--- src/rtl/ps2mouse_pkg.sv ---
// ps2mouse_pos shared types: FSM states, FIFO word fields, status layout.
// Optional wheel accumulation is enabled with PS2MOUSE_WHEEL_EN.
package ps2mouse_pkg;

  typedef enum logic [2:0] {
    S_IDLE,
    S_POP,
    S_X,
    S_Y,
    S_PUB
  } state_t;

  localparam int WORD_W = 27;
  localparam int BTN_LSB = 24;
  localparam int BTN_W = 3;
  localparam int DX_LSB = 16;
  localparam int DY_LSB = 8;
  localparam int DZ_LSB = 0;
  localparam int D_W = 8;

  localparam int ST_X_LSB = 0;
  localparam int ST_Y_LSB = 11;
  localparam int ST_WHL_LSB = 24;
  localparam int ST_BTN_LSB = 28;
  localparam int ST_FLD_W = 11;

endpackage

--- src/rtl/ps2mouse_axis_clamp.sv ---
// One cursor axis: base +/- signed 8-bit delta, clamped to 0..max.
// Combinational; shared between the x and y steps of ps2mouse_pos.
module ps2mouse_axis_clamp
  import ps2mouse_pkg::*;
#(
  parameter int POS_W = 11
) (
  input  logic [POS_W-1:0] i_base,
  input  logic [D_W-1:0]   i_delta,
  input  logic             i_sub,
  input  logic [POS_W-1:0] i_max,
  output logic [POS_W-1:0] o_res
);

  localparam int SW = POS_W + 2;

  logic signed [SW-1:0] w_base;
  logic signed [SW-1:0] w_delta;
  logic signed [SW-1:0] w_max;
  logic signed [SW-1:0] w_sum;

  assign w_base = $signed({2'b00, i_base});
  assign w_max = $signed({2'b00, i_max});
  assign w_delta = $signed({{(SW-D_W){i_delta[D_W-1]}}, i_delta});
  assign w_sum = i_sub ? (w_base - w_delta) : (w_base + w_delta);

  // saturate the widened sum into the legal range
  always_comb begin
    o_res = w_sum[POS_W-1:0];
    if (w_sum < 0)
      o_res = '0;
    else if (w_sum > w_max)
      o_res = i_max;
  end

endmodule

--- src/rtl/ps2mouse_pos.sv ---
// Pops ps2mouse motion words and integrates them into a clamped cursor.
// Wheel accumulation is built only when PS2MOUSE_WHEEL_EN is defined.
module ps2mouse_pos
  import ps2mouse_pkg::*;
#(
  parameter int X_MAX = 1023,
  parameter int Y_MAX = 767,
  parameter int POS_W = 11
) (
  input  logic              clk,
  input  logic              ps2m_reset,
  input  logic              rdy,
  input  logic [WORD_W-1:0] data,
  output logic              done,
  input  logic              set_en,
  input  logic [POS_W-1:0]  set_x,
  input  logic [POS_W-1:0]  set_y,
  output logic [POS_W-1:0]  pos_x,
  output logic [POS_W-1:0]  pos_y,
  output logic [BTN_W-1:0]  btn,
  output logic [D_W-1:0]    wheel,
  output logic              upd,
  output logic [31:0]       status
);

  localparam logic [POS_W-1:0] XM = POS_W'(X_MAX);
  localparam logic [POS_W-1:0] YM = POS_W'(Y_MAX);

  state_t r_state;
  state_t w_next;

  logic [WORD_W-1:0] r_word;
  logic [POS_W-1:0]  r_nx;
  logic [POS_W-1:0]  r_ny;
  logic [POS_W-1:0]  r_pos_x;
  logic [POS_W-1:0]  r_pos_y;
  logic [BTN_W-1:0]  r_btn;
  logic [D_W-1:0]    w_wheel;

  logic              w_is_y;
  logic [POS_W-1:0]  w_base;
  logic [POS_W-1:0]  w_max;
  logic [D_W-1:0]    w_delta;
  logic [POS_W-1:0]  w_clamp;
  logic [POS_W-1:0]  w_set_x;
  logic [POS_W-1:0]  w_set_y;
  logic [ST_FLD_W-1:0] w_x11;
  logic [ST_FLD_W-1:0] w_y11;

  // one clamp unit serves x in S_X and y in S_Y
  assign w_is_y = (r_state == S_Y);
  assign w_base = w_is_y ? r_pos_y : r_pos_x;
  assign w_max = w_is_y ? YM : XM;
  assign w_delta = w_is_y ? r_word[DY_LSB +: D_W]
                          : r_word[DX_LSB +: D_W];

  ps2mouse_axis_clamp #(
    .POS_W(POS_W)
  ) u_clamp (
    .i_base (w_base),
    .i_delta(w_delta),
    .i_sub  (w_is_y),
    .i_max  (w_max),
    .o_res  (w_clamp)
  );

  assign w_set_x = (set_x > XM) ? XM : set_x;
  assign w_set_y = (set_y > YM) ? YM : set_y;

  // next-state: linear walk, preset aborts to idle
  always_comb begin
    w_next = r_state;
    unique case (r_state)
      S_IDLE: if (rdy) w_next = S_POP;
      S_POP:  w_next = S_X;
      S_X:    w_next = S_Y;
      S_Y:    w_next = S_PUB;
      S_PUB:  w_next = S_IDLE;
      default: w_next = S_IDLE;
    endcase
    if (set_en)
      w_next = S_IDLE;
  end

  // reset kills done in the same cycle so the FIFO keeps its head
  assign done = (r_state == S_POP) && !ps2m_reset;
  assign upd = (r_state == S_PUB) && !set_en && !ps2m_reset;

  // state, working word, staged coordinates and published outputs
  always_ff @(posedge clk) begin
    if (ps2m_reset) begin
      r_state <= S_IDLE;
      r_word  <= '0;
      r_nx    <= '0;
      r_ny    <= '0;
      r_pos_x <= '0;
      r_pos_y <= '0;
      r_btn   <= '0;
    end else begin
      r_state <= w_next;
      if (r_state == S_POP)
        r_word <= data;
      if (r_state == S_X)
        r_nx <= w_clamp;
      if (r_state == S_Y)
        r_ny <= w_clamp;
      if (set_en) begin
        r_pos_x <= w_set_x;
        r_pos_y <= w_set_y;
      end else if (r_state == S_PUB) begin
        r_pos_x <= r_nx;
        r_pos_y <= r_ny;
        r_btn   <= r_word[BTN_LSB +: BTN_W];
      end
    end
  end

`ifdef PS2MOUSE_WHEEL_EN
  logic [D_W-1:0] r_wheel;

  // wheel wraps modulo 256 on each published word
  always_ff @(posedge clk) begin
    if (ps2m_reset)
      r_wheel <= '0;
    else if (r_state == S_PUB && !set_en)
      r_wheel <= r_wheel + r_word[DZ_LSB +: D_W];
  end

  assign w_wheel = r_wheel;
`else
  logic w_dz_unused;
  assign w_dz_unused = ^r_word[DZ_LSB +: D_W];
  assign w_wheel = '0;
`endif

  assign w_x11 = ST_FLD_W'(r_pos_x);
  assign w_y11 = ST_FLD_W'(r_pos_y);

  assign pos_x = r_pos_x;
  assign pos_y = r_pos_y;
  assign btn = r_btn;
  assign wheel = w_wheel;
  assign status = {1'b0, r_btn, w_wheel[3:0], 2'b00, w_y11, w_x11};

endmodule

--- config.mk ---
export PLATFORM = sky130hd
export DESIGN_NAME = ps2mouse_pos
export DESIGN_NICKNAME = d
export VERILOG_FILES = /design/src/rtl/ps2mouse_pkg.sv /design/src/rtl/ps2mouse_axis_clamp.sv /design/src/rtl/ps2mouse_pos.sv
export SDC_FILE = /design/constraint.sdc
export NUM_CORES = 1
export LEC_CHECK = 0
export CORE_ASPECT_RATIO = 0.8
export CORE_UTILIZATION = 45
export CTS_BUF_LIST = sky130_fd_sc_hd__clkbuf_8
export CTS_CLUSTER_DIAMETER = 30
export DETAILED_ROUTE_END_ITERATION = 8
export DONT_BUFFER_PORTS = 1
export GPL_TIMING_DRIVEN = 0
export HOLD_SLACK_MARGIN = 0.12
export PLACE_DENSITY = 0.6
export SYNTH_ARGS = -nofsm -noshare
export SYNTH_HDL_FRONTEND = slang
export SYNTH_SLANG_ARGS = --single-unit
--- constraint.sdc ---
create_clock -name clk -period 12.6 [get_ports clk]
set_clock_uncertainty 0.2 [all_clocks]
set_input_delay 3.15 -clock clk [delete_from_list [all_inputs] [get_ports clk]]
set_output_delay 3.15 -clock clk [all_outputs]
set_load 0.1 [all_outputs]
---- Word level (Yosys, flattened, before mapping) ----
Cells that the tools add are included.
operators by class
  add/sub/neg operators ................... 2
  magnitude comparators ................... 4
  equal/unequal tests ..................... 5
  mux-type cells .......................... 14
  bitwise operators ....................... 1
  reductions and logical operators ........ 9
operators with widths
  kind                    number
  $mux W11                9
  $gt A11 B10 Y1 const B  2
  $add A12 B8 Y13         1
  $gt A13 B11 Y1          1
  $lt A13 B1 Y1 const B   1
  $mux W13                1
  $sub A12 B8 Y13         1
  $pmux W3 S4             1
  $mux W9                 1
  $mux W8                 1
  $eq A3 B2 Y1 const B    2
  $eq A3 B1 Y1 const B    1
  $eq A3 B3 Y1 const B    1
  $logic_and A1 B1 Y1     3
  $logic_not A3 Y1        1
  $mux W3                 1
  $logic_not A1 Y1        2
  $ne A2 B2 Y1 const B    1
  $reduce_and A2 Y1       1
  $reduce_bool A2 Y1      1
  $reduce_or A2 Y1        1
  $not A1 Y1              1
storage, ports and cells
  bits in registers ....................... 77
  bits of input ports ..................... 53
  output and inout port bits .............. 67
  logic and storage cells ................. 42

---- Logic depth before layout (Yosys ltp) ----
  depth in word-level cells ............... 7
  mapped depth ............................ 27
  gate-level depth less buffers ........... 24

---- Modules after synthesis ----
Synthesis repeated with hierarchy kept, for this count alone.
unflattened totals
  cells, all modules ...................... 593
  area, all modules ....................... 4543.1 um^2
modules (own cells, without submodules)
  module               instances  cells each  area each (um^2)  sequential area each (um^2)
  ps2mouse_pos         1          425         3283.1            1381.3
  ps2mouse_axis_clamp  1          168         1260.0            0.0

---- Worst setup path before layout ----
OpenSTA, ideal clock, no wires.
  kind .................................... input port to output port
  start ................................... input ps2m_reset
  end ..................................... output upd
  arrival ................................. 5.002 ns
  required time ........................... 9.250 ns
  path slack .............................. 4.248 ns
  stages on the path ...................... 4
  path buffers ............................ 2
  path through ............................ clkbuf_1 -> or2_2 -> clkbuf_1 -> nor2_1
between the ends
  word-level cells in the longest chain between the ends .. 2
ends and longest elaborated chain
  element              line                text
  from (decl)          ps2mouse_pos.sv:11  input logic ps2m_reset,
  $logic_not A1 Y1     ps2mouse_pos.sv:87  assign upd = (r_state == S_PUB) && !set_en && !ps2m_reset;
  $logic_and A1 B1 Y1  ps2mouse_pos.sv:87
  to (decl)            ps2mouse_pos.sv:22  output logic upd,
No other way between the ends.

---- Final worst setup path ----
Same ends and word-level chain as after synthesis.

==> results_dict.tcl <==
set metrics [dict create \
    grt-ovfl-total 0 \
    ant_nets 0 \
    cts-htree-levels 3 \
    path_class "input port to output port" \
    grt_pass1_wl_mm 17.1 \
    fillCellCount 858 \
    synth_cell_types 62 \
    rr_startpoint "r_state[2]" \
    syn_to_final_growth_pct 8.68 \
    slew_headroom 0.267 \
    drt_iter0_drc 247 \
    path_common_cell "clkbuf_1" \
    clk_pin_slew_worst_paths_ns 0.07 \
    hold-path-endpoint "r_ny[1]" \
    hp-start "r_ny[1]" \
    synth.avg_cell_area_um2 7.66 \
    synth-async-reset-ratio 0 \
    route.detailed.drc 0 \
    cts_tree "yes" \
    max_freq_mhz 123 \
    reg2reg_depth 22 \
    status "finished, final reports clean" \
    ios 120 \
    ir_worst_vdd_v 0.0000673 \
    final.setup.worst_slack_ns 4.50 \
    synth_edf_count 0 \
    drive_above_1_share 0.136 \
    yosysSeqAreaShare 0.341 \
    via_per_inst 5.42 \
    r2r_end "r_ny[6]" \
    rows 30 \
    timing.hold.ws_ns 0.251 \
    start_util 0.471 \
    setup_viol 0 \
    cts_buffer_depth 2 \
    power.density_mw_per_mm2 144 \
    finalNetCount 621 \
    dp_hpwl_mm 8.51 \
    final_cell_mix "97 x nand2_1, 70 x nor2_1, 69 x dfxtp_1" \
    hold_buffers 0 \
    cp-end-kind "output port" \
    grt_pass1_vias 3209 \
    hp-class "flop to flop" \
    grt_max_degree 12 \
    ys_ff_latch 69 \
    diodes 0 \
    reg2reg_slack_ns 7.15 \
    grt_use_total 0.243 \
    dieArea_mm2 0.00939 \
    syn_inst 529 \
    cts-root-buf "clkbuf_8" \
    crit_buf_inv 2 \
    cp.required_ns 9.25 \
    clkSinkCount 69 \
    ys.flop_type "dfxtp_1" \
    cp_slowest_cell "nor2_2" \
    io_buffers 0 \
    tightest_slew_ns 1.10 \
    finalCriticalPeriod_ns 8.10 \
    setup_tns_ns 0 \
    crit_fanout 10 \
    post-cts-setup-buffer-count 0 \
    cpLargestDelayFamily "simple AND/OR/NAND/NOR gates" \
    via_count 3624 \
    antenna_found_initial 0 \
    min_delay_path_depth 2 \
    clock_latency_ns 0.35 \
    path_cells "clkbuf_1 > or2_2 > clkbuf_1 > nor2_2" \
    leakagePower_nw 1.92 \
    fin_crit_sh 0.643 \
    start_kind "input port" \
    final_core_util 0.512 \
    rsz0062_at_grt "false" \
    dpl_worst_slack_ns 4.48 \
    worstPathArrival_ns 4.75 \
    timing.final.hold_violations 0 \
    gp_congestion 0.957 \
    ctsResizeCount 0 \
    synth_area_mm2 0.00405 \
    cts_buffers 9 \
    max_stage_delay_ns 0.84 \
    maxSlewViolCount 0 \
    die_y_um 86.9 \
    core_area_mm2 0.00860 \
    final_common_cell "nand2_1" \
    die_x_um 108 \
    drtPass1Iterations 4 \
    routed_wl_mm 11.0 \
    drv_cap 0 \
    routedWlPerCell_um 16.4 \
    yosys_warnings 0 \
]
==> flip-flops by register name, indices dropped and copies added (netlist names) <==
signal and count:
r_word 19, pos_x 11, pos_y 11, r_nx 11, r_ny 11, btn 3
r_state 3
==> tightest hold or removal path, stage by stage (launching register included) <==
cell and delay, ns:
dfxtp_1 0.32, nand2_1 0.04, o21ai_0 0.06
==> cell usage after synthesis (2+ instances only) <==
library cell	number	area, um2
mux2i_1	5	50.1
nor3_1	14	70.1
nand2_1	97	364
o21ai_0	14	70.1
dfxtp_1	69	1380
nand4_1	3	18.8
xor2_1	5	43.8
buf_1	3	11.3
nand3_1	3	15.0
clkbuf_1	20	75.1
a211oi_1	12	90.1
a22o_1	12	105
buf_2	4	20.0
buf_4	40	300
xnor2_1	7	61.3
inv_1	4	15.0
o21ai_1	4	20.0
o2111ai_1	2	17.5
ha_1	13	163
or2_2	3	18.8
nor2b_1	2	12.5
and2_1	9	56.3
a21oi_1	42	210
o31ai_1	4	30.0
o211ai_1	5	37.5
o22ai_1	10	62.6
nor2_1	72	270
nand2b_1	6	37.5
and3_1	8	50.1
a21o_1	5	37.5
==> kinds of logic (layout without fill, tap and decap cells) <==
logic type | Yosys count | in the layout | synth area share
flip-flops | 69 | 69 | 0.341
AO/OA/AOI/OAI | 124 | 124 | 0.208
multiplexers | 6 | 6 | 0.0151
XOR/XNOR | 12 | 12 | 0.0259
AND/OR/NAND/NOR | 231 | 231 | 0.259
other | 1 | 15 | 0.000925
adder cells (fa/ha/maj) | 14 | 14 | 0.0451
buffers and inverters | 72 | 86 | 0.105
==> worst max path at each step <==
stage               start  end  slack (ns)  depth (start not counted)
3_3_place_gp   ps2m_reset  upd        4.01                          4
3_5_place_dp   ps2m_reset  upd        4.48                          4
4_1_cts        ps2m_reset  upd        4.48                          4
5_1_grt        ps2m_reset  upd        4.44                          4
2_1_floorplan  ps2m_reset  upd        4.25                          4
6_report       ps2m_reset  upd        4.50                          4
==> final cells by class <==
cell class,count,area [um2],area share
tap,112,140,0.0318
sequential,69,1380,0.314
multi-input combinational,402,2300,0.523
inverter,5,18.8,0.00426
buffer,67,407,0.0923
clock inverter,5,30.0,0.00682
clock buffer,9,124,0.0281
==> metrics by stage <==
stage	area, um2	cells	total power [mW]
2_1_floorplan	4110	543	0.448
3_5_place_dp	4250	655	0.482
4_1_cts	4400	669	0.635
6_report	4400	669	0.633
5_1_grt	4400	669	0.666
3_3_place_gp	4250	655	0.479
==> power breakdown <==
| group | total, mW | leakage (nW) | internal, mW | switching, mW |
|---|---|---|---|---|
| Sequential | 0.269 | 0.563 | 0.226 | 0.0431 |
| Clock | 0.153 | 0.0767 | 0.0681 | 0.0854 |
| Combinational | 0.210 | 1.28 | 0.0659 | 0.144 |
| Total | 0.633 | 1.92 | 0.360 | 0.273 |
==> routing by layer <==
layer,GRT usage,share of wire,vias up
met1,0.347,0.50,1667
met3,0.0561,0.061,13
met2,0.360,0.42,115
met4,0.0735,0.019,0
li1,-,-,1829
met5,0,0,-
No activity file was read; power rests on OpenSTA's default activity.
